### config.mk
export PLATFORM = sky130hd
export DESIGN_NAME = write_back_unit_p
export DESIGN_NICKNAME = d
export VERILOG_FILES = /design/src/rtl/write_back_unit_p.sv
export SDC_FILE = /design/constraint.sdc
export NUM_CORES = 1
export LEC_CHECK = 0
export ABC_CLOCK_PERIOD_IN_PS = 2900
export CORE_ASPECT_RATIO = 0.75
export CORE_MARGIN = 5
export CORE_UTILIZATION = 44
export DETAILED_ROUTE_END_ITERATION = 7
export GPL_ROUTABILITY_DRIVEN = 0
export MAX_ROUTING_LAYER = met4
export PLACE_DENSITY = 0.9
export SYNTH_ARGS = -nofsm -noshare
export SYNTH_HDL_FRONTEND = slang
export SYNTH_SLANG_ARGS = --single-unit
### constraint.sdc
create_clock -name clk -period 2.9 [get_ports clk]
set_clock_uncertainty 0.15 [all_clocks]
set_input_delay 0.725 -clock clk [delete_from_list [all_inputs] [get_ports clk]]
set_output_delay 0.725 -clock clk [all_outputs]
set_load 0.05 [all_outputs]
### src/rtl/write_back_unit_p.sv
// write_back_unit_p: registered MEM/WB write-back stage.
//   Picks one of four result sources (ALU, extended load data, PC+4, immediate) and registers
//   it together with the destination register and write enable. A stall holds the stage, a
//   flush turns the held entry into a bubble, and a saturating counter counts retired
//   instructions.
// Ports:
//   clk, reset              clock (rising edge), asynchronous active-high reset
//   stall, flush            hold stage / replace captured entry with a bubble (flush wins)
//   in_valid, WBSel, WR, RD memory-stage bundle control
//   LdMode                  load extension: 001 sb, 010 ub, 011 sh, 100 uh, others full word
//   ALU_result, MEM_Data,   result sources; ALU_result low bits also give the load byte offset
//   PC_plus, Imm
//   WBData, RD_out, WR_out  registered register-file write port
//   wb_valid, retired       stage holds a real instruction / saturating retired count
module write_back_unit_p #(
  parameter int unsigned DATA_W   = 32,
  parameter int unsigned REG_AW   = 4,
  parameter int unsigned ZERO_REG = 1,
  parameter int unsigned CNT_W    = 16
) (
  input  logic              clk,
  input  logic              reset,
  input  logic              stall,
  input  logic              flush,
  input  logic              in_valid,
  input  logic [1:0]        WBSel,
  input  logic              WR,
  input  logic [REG_AW-1:0] RD,
  input  logic [2:0]        LdMode,
  input  logic [DATA_W-1:0] ALU_result,
  input  logic [DATA_W-1:0] MEM_Data,
  input  logic [DATA_W-1:0] PC_plus,
  input  logic [DATA_W-1:0] Imm,
  output logic [DATA_W-1:0] WBData,
  output logic [REG_AW-1:0] RD_out,
  output logic              WR_out,
  output logic              wb_valid,
  output logic [CNT_W-1:0]  retired
);

  localparam int unsigned OffW = $clog2(DATA_W / 8);

  logic [OffW-1:0]   off;
  logic [OffW-1:0]   half_off;
  logic [DATA_W-1:0] byte_sh;
  logic [DATA_W-1:0] half_sh;
  logic [7:0]        byte_val;
  logic [15:0]       half_val;
  logic [DATA_W-1:0] load_val;
  logic [DATA_W-1:0] sel_val;
  logic              wr_next;
  logic              capture;

  always_comb begin
    off      = ALU_result[OffW-1:0];
    half_off = {off[OffW-1:1], 1'b0};
    // Little-endian lanes: shift the addressed lane down to bit 0.
    byte_sh  = MEM_Data >> {off, 3'b000};
    half_sh  = MEM_Data >> {half_off, 3'b000};
    byte_val = byte_sh[7:0];
    half_val = half_sh[15:0];

    load_val = MEM_Data;
    case (LdMode)
      3'b001:  load_val = {{(DATA_W - 8){byte_val[7]}}, byte_val};
      3'b010:  load_val = {{(DATA_W - 8){1'b0}}, byte_val};
      3'b011:  load_val = {{(DATA_W - 16){half_val[15]}}, half_val};
      3'b100:  load_val = {{(DATA_W - 16){1'b0}}, half_val};
      default: load_val = MEM_Data;
    endcase

    sel_val = ALU_result;
    unique case (WBSel)
      2'd0: sel_val = ALU_result;
      2'd1: sel_val = load_val;
      2'd2: sel_val = PC_plus;
      2'd3: sel_val = Imm;
      default: sel_val = ALU_result;
    endcase

    wr_next = in_valid & WR & ~((ZERO_REG != 0) && (RD == '0));
    capture = ~flush & ~stall;
  end

  always_ff @(posedge clk or posedge reset) begin
    if (reset) begin
      WBData   <= '0;
      RD_out   <= '0;
      WR_out   <= 1'b0;
      wb_valid <= 1'b0;
      retired  <= '0;
    end else if (flush) begin
      // Bubble: kill the write but keep data/address visible.
      WR_out   <= 1'b0;
      wb_valid <= 1'b0;
    end else if (capture) begin
      WBData   <= sel_val;
      RD_out   <= RD;
      WR_out   <= wr_next;
      wb_valid <= in_valid;
      if (in_valid && (retired != '1)) begin
        retired <= retired + 1'b1;
      end
    end
  end

endmodule

==> impl_metrics.tcl, run 1 <==
set metrics [dict create \
    n_antenna_cell 0 \
    cts_sinks 54 \
    cts-hold-fix-buffers 0 \
    slew_viol_final 0 \
    grt_max_degree 39 \
    hold_viol 0 \
    mostFrequentLayoutCells "clkdlybuf4s50_1 (195), dfrtp_1 (54), a21oi_1 (44)" \
    avgSynthCellArea_um2 8.626 \
    start_util 0.4521 \
    cp_data_required_time_ns 2.95 \
    seqPwrFrac 0.324 \
    ys_seq_elements 54 \
    end_kind "flip-flop" \
    drive_gt1_frac 0.08044 \
    crit_path_start "LdMode[2]" \
    slowest_delay_ns 0.58 \
    ant_nets 0 \
    cts-root-buf "clkbuf_16" \
    slew_headroom 0.5173 \
    cap_violations 0 \
    clockBufferDepth 2 \
    ys_seq_area_frac 0.3520 \
    cts_tree "done" \
    path_buf_inv 2 \
    ys.flop_type "dfrtp_1" \
    wl_per_cell_um 20.76 \
    layout_min_cycle_time_ns 2.522 \
    async_reset_ff_frac 1.000 \
    htree_levels 2 \
    post-route-period-util 0.8698 \
    wl_mm 15.41 \
    grt_pass1_vias 4523 \
    finalSetupViolCount 0 \
    p_sw_mw 1.153 \
    post_cts_buffers 0 \
    fin_ws_ns 0.3776 \
    dieArea_um2 10710 \
    wl_met2_mm 7.574 \
    antenna_found_initial 0 \
    synth_nets 589 \
    grt_usage 0.2812 \
    firstDrtPassIters 5 \
    first_iter_violations 428 \
    grt_pass1_wl_mm 23.69 \
    hp-class "flip-flop to flip-flop" \
    drc 0 \
    clkPwrFrac 0.229 \
    synthCells 445 \
    placed_cell_area_um2 5966 \
    yosys_warnings 0 \
    rsz0062_at_grt "no" \
    fin_util 0.7222 \
    reg2reg_from "retired[0]" \
    via_count 4500 \
    crit_cells 6 \
    dp_slack_ns 0.08007 \
    core_area_um2 8491 \
    cp_data_arrival_time_ns 2.57 \
    path_cells "clkdlybuf4s50_1 > or3b_2 > nand2b_1 > buf_4 > o22ai_1 > o221ai_1" \
    outcome "finished, final reports clean" \
    synth_cell_type_count 56 \
    p_leak_nw 2.437 \
    syn_to_final_growth_pct 59.75 \
    crit_path_top_delay_cell "or3b_2" \
    endpoint "WBData[17]" \
    finalInstanceArea_um2 6132 \
    rr_endpoint "retired[1]" \
    grt-ovfl-total 0 \
    cts_made_buffers 5 \
    vdd_drop_max_uv 567.9 \
    critPathMaxFanout 22 \
    instances_no_fill 742 \
    syn_area_um2 3839 \
    dpl.cell_count 734 \
    insertion_delay_ns 0.29 \
    power.internal_mw 1.834 \
    crit_type "primary input to flip-flop" \
    dp_hpwl_mm 12.33 \
    clk_pin_slew_ns 0.07 \
    highest_layer "met4" \
    crit_family "buffers and inverters" \
    layout_commonest_cell "clkdlybuf4s50_1" \
    port_buffers 196 \
    fmax_ghz 0.3965 \
    synth-edff-count 0 \
    pwr-share-comb 0.446 \
    row_count 29 \
    nets 777 \
    cp-start-kind "primary input" \
    powerDensity_nw_per_um2 487.2 \
    r2r_slack_ns 0.90 \
    tns_ns 0 \
    met1Wirelength_mm 5.987 \
    r2r_cells 5 \
    ctsResizeCount 0 \
    swShare 0.3860 \
    wl_met3_mm 1.533 \
    die_y_um 90.89 \
    drt-vias-per-instance 6.065 \
    die_w_um 117.9 \
    fillers 650 \
    tightest_slew_ns 0.7139 \
    pin_count 197 \
]
-- synth_stat cells (all sizes together), types with 6 or more instances --
| cell | count | share of area |
|---|---|---|
| a21boi | 7 | 0.014 |
| a21oi | 44 | 0.057 |
| a22oi | 6 | 0.012 |
| a31oi | 9 | 0.015 |
| buf | 20 | 0.032 |
| clkbuf | 18 | 0.018 |
| dfrtp | 54 | 0.35 |
| inv | 15 | 0.015 |
| mux2 | 7 | 0.021 |
| mux2i | 19 | 0.050 |
| nand2 | 34 | 0.033 |
| nand3 | 6 | 0.0078 |
| nor2 | 29 | 0.028 |
| nor2b | 14 | 0.023 |
| o211ai | 10 | 0.021 |
| o21ai | 25 | 0.036 |
| o221ai | 24 | 0.055 |
| o22a | 6 | 0.014 |
| o22ai | 25 | 0.041 |
| o2bb2ai | 7 | 0.016 |
| xnor2 | 12 | 0.027 |
| xor2 | 6 | 0.014 |
-- cell families after synthesis --
family                   after synthesis  share of synthesized area
AND/OR/NAND/NOR                      120                     0.1591
adder cells (fa/ha/maj)                1                   0.003259
AO/OA/AOI/OAI                        172                     0.3044
flip-flops                            54                     0.3520
buffers and inverters                 53                    0.06421
multiplexers                          27                    0.07595
XOR/XNOR                              18                    0.04107
-- worst reg2reg max path, cell delays in order (launching register included) --
cell	delay (ns)
dfrtp_1	0.43
ha_1	0.20
and3_1	0.18
nand3_1	0.26
o21ai_1	0.30
mux2_2	0.37
-- power groups by stage --
stage | combinational, mW | sequential (mW) | clock (mW)
CTS | 1.33 | 0.966 | 0.682
detailed placement | 1.33 | 0.977 | 0
global placement | 1.30 | 0.972 | 0
floorplan | 0.347 | 1.37 | 0
global route | 1.40 | 0.981 | 0.724
finish | 1.33 | 0.969 | 0.685
-- layout make-up --
| type | count | area [µm²] | area share |
|---|---|---|---|
| tap | 108 | 135.1 | 0.02204 |
| timing repair buffer | 219 | 2180 | 0.3554 |
| inverter | 15 | 56.30 | 0.009182 |
| sequential | 54 | 1351 | 0.2204 |
| clock buffer | 6 | 128.9 | 0.02102 |
| multi-input combinational | 338 | 2243 | 0.3658 |
| clock inverter | 2 | 37.54 | 0.006121 |
-- how the worst min path moves through the flow --
stage	start	to	slack (ns)	depth (start not counted)
finish	WBData[31]	WBData[31]	0.34	2
global route	WBData[31]	WBData[31]	0.36	2
CTS	WBData[31]	WBData[31]	0.34	2
detailed placement	RD_out[0]	RD_out[0]	0.32	2
global placement	WBData[30]	WBData[30]	0.32	2
floorplan	RD_out[0]	RD_out[0]	0.59	2
-- flip-flops by register name, summed over array words and instances (netlist names) --
name and count:
retired 16, WBData 32, wb_valid 1, WR_out 1, RD_out 4
-- metrics by stage --
| step | total power, mW | hold slack, ns |
|---|---|---|
| 2_1_floorplan | 1.716 | 0.5945 |
| 3_3_place_gp | 2.273 | 0.3201 |
| 3_5_place_dp | 2.306 | 0.3223 |
| 4_1_cts | 2.982 | 0.3414 |
| 5_1_grt | 3.106 | 0.3605 |
| 6_report | 2.988 | 0.3406 |
-- routing by layer --
layer  vias to the layer above  GRT usage
met4                         0    0.06972
met1                      2129     0.3446
met5                         -          -
met2                       285     0.4670
met3                        31    0.07138
li1                       2055          -
No activity file was read; power rests on OpenSTA's default activity.
==> inputs of run 2 (changes only) <==
--- a/config.mk
+++ b/config.mk
@@ -9,6 +9,7 @@
 export CORE_ASPECT_RATIO = 0.75
 export CORE_MARGIN = 5
 export CORE_UTILIZATION = 44
+export CTS_CLUSTER_DIAMETER = 50
 export DETAILED_ROUTE_END_ITERATION = 7
 export GPL_ROUTABILITY_DRIVEN = 0
 export MAX_ROUTING_LAYER = met4
==> results of run 2 <==
No change in the layout: final DEF, timing and power equal those of run 1.
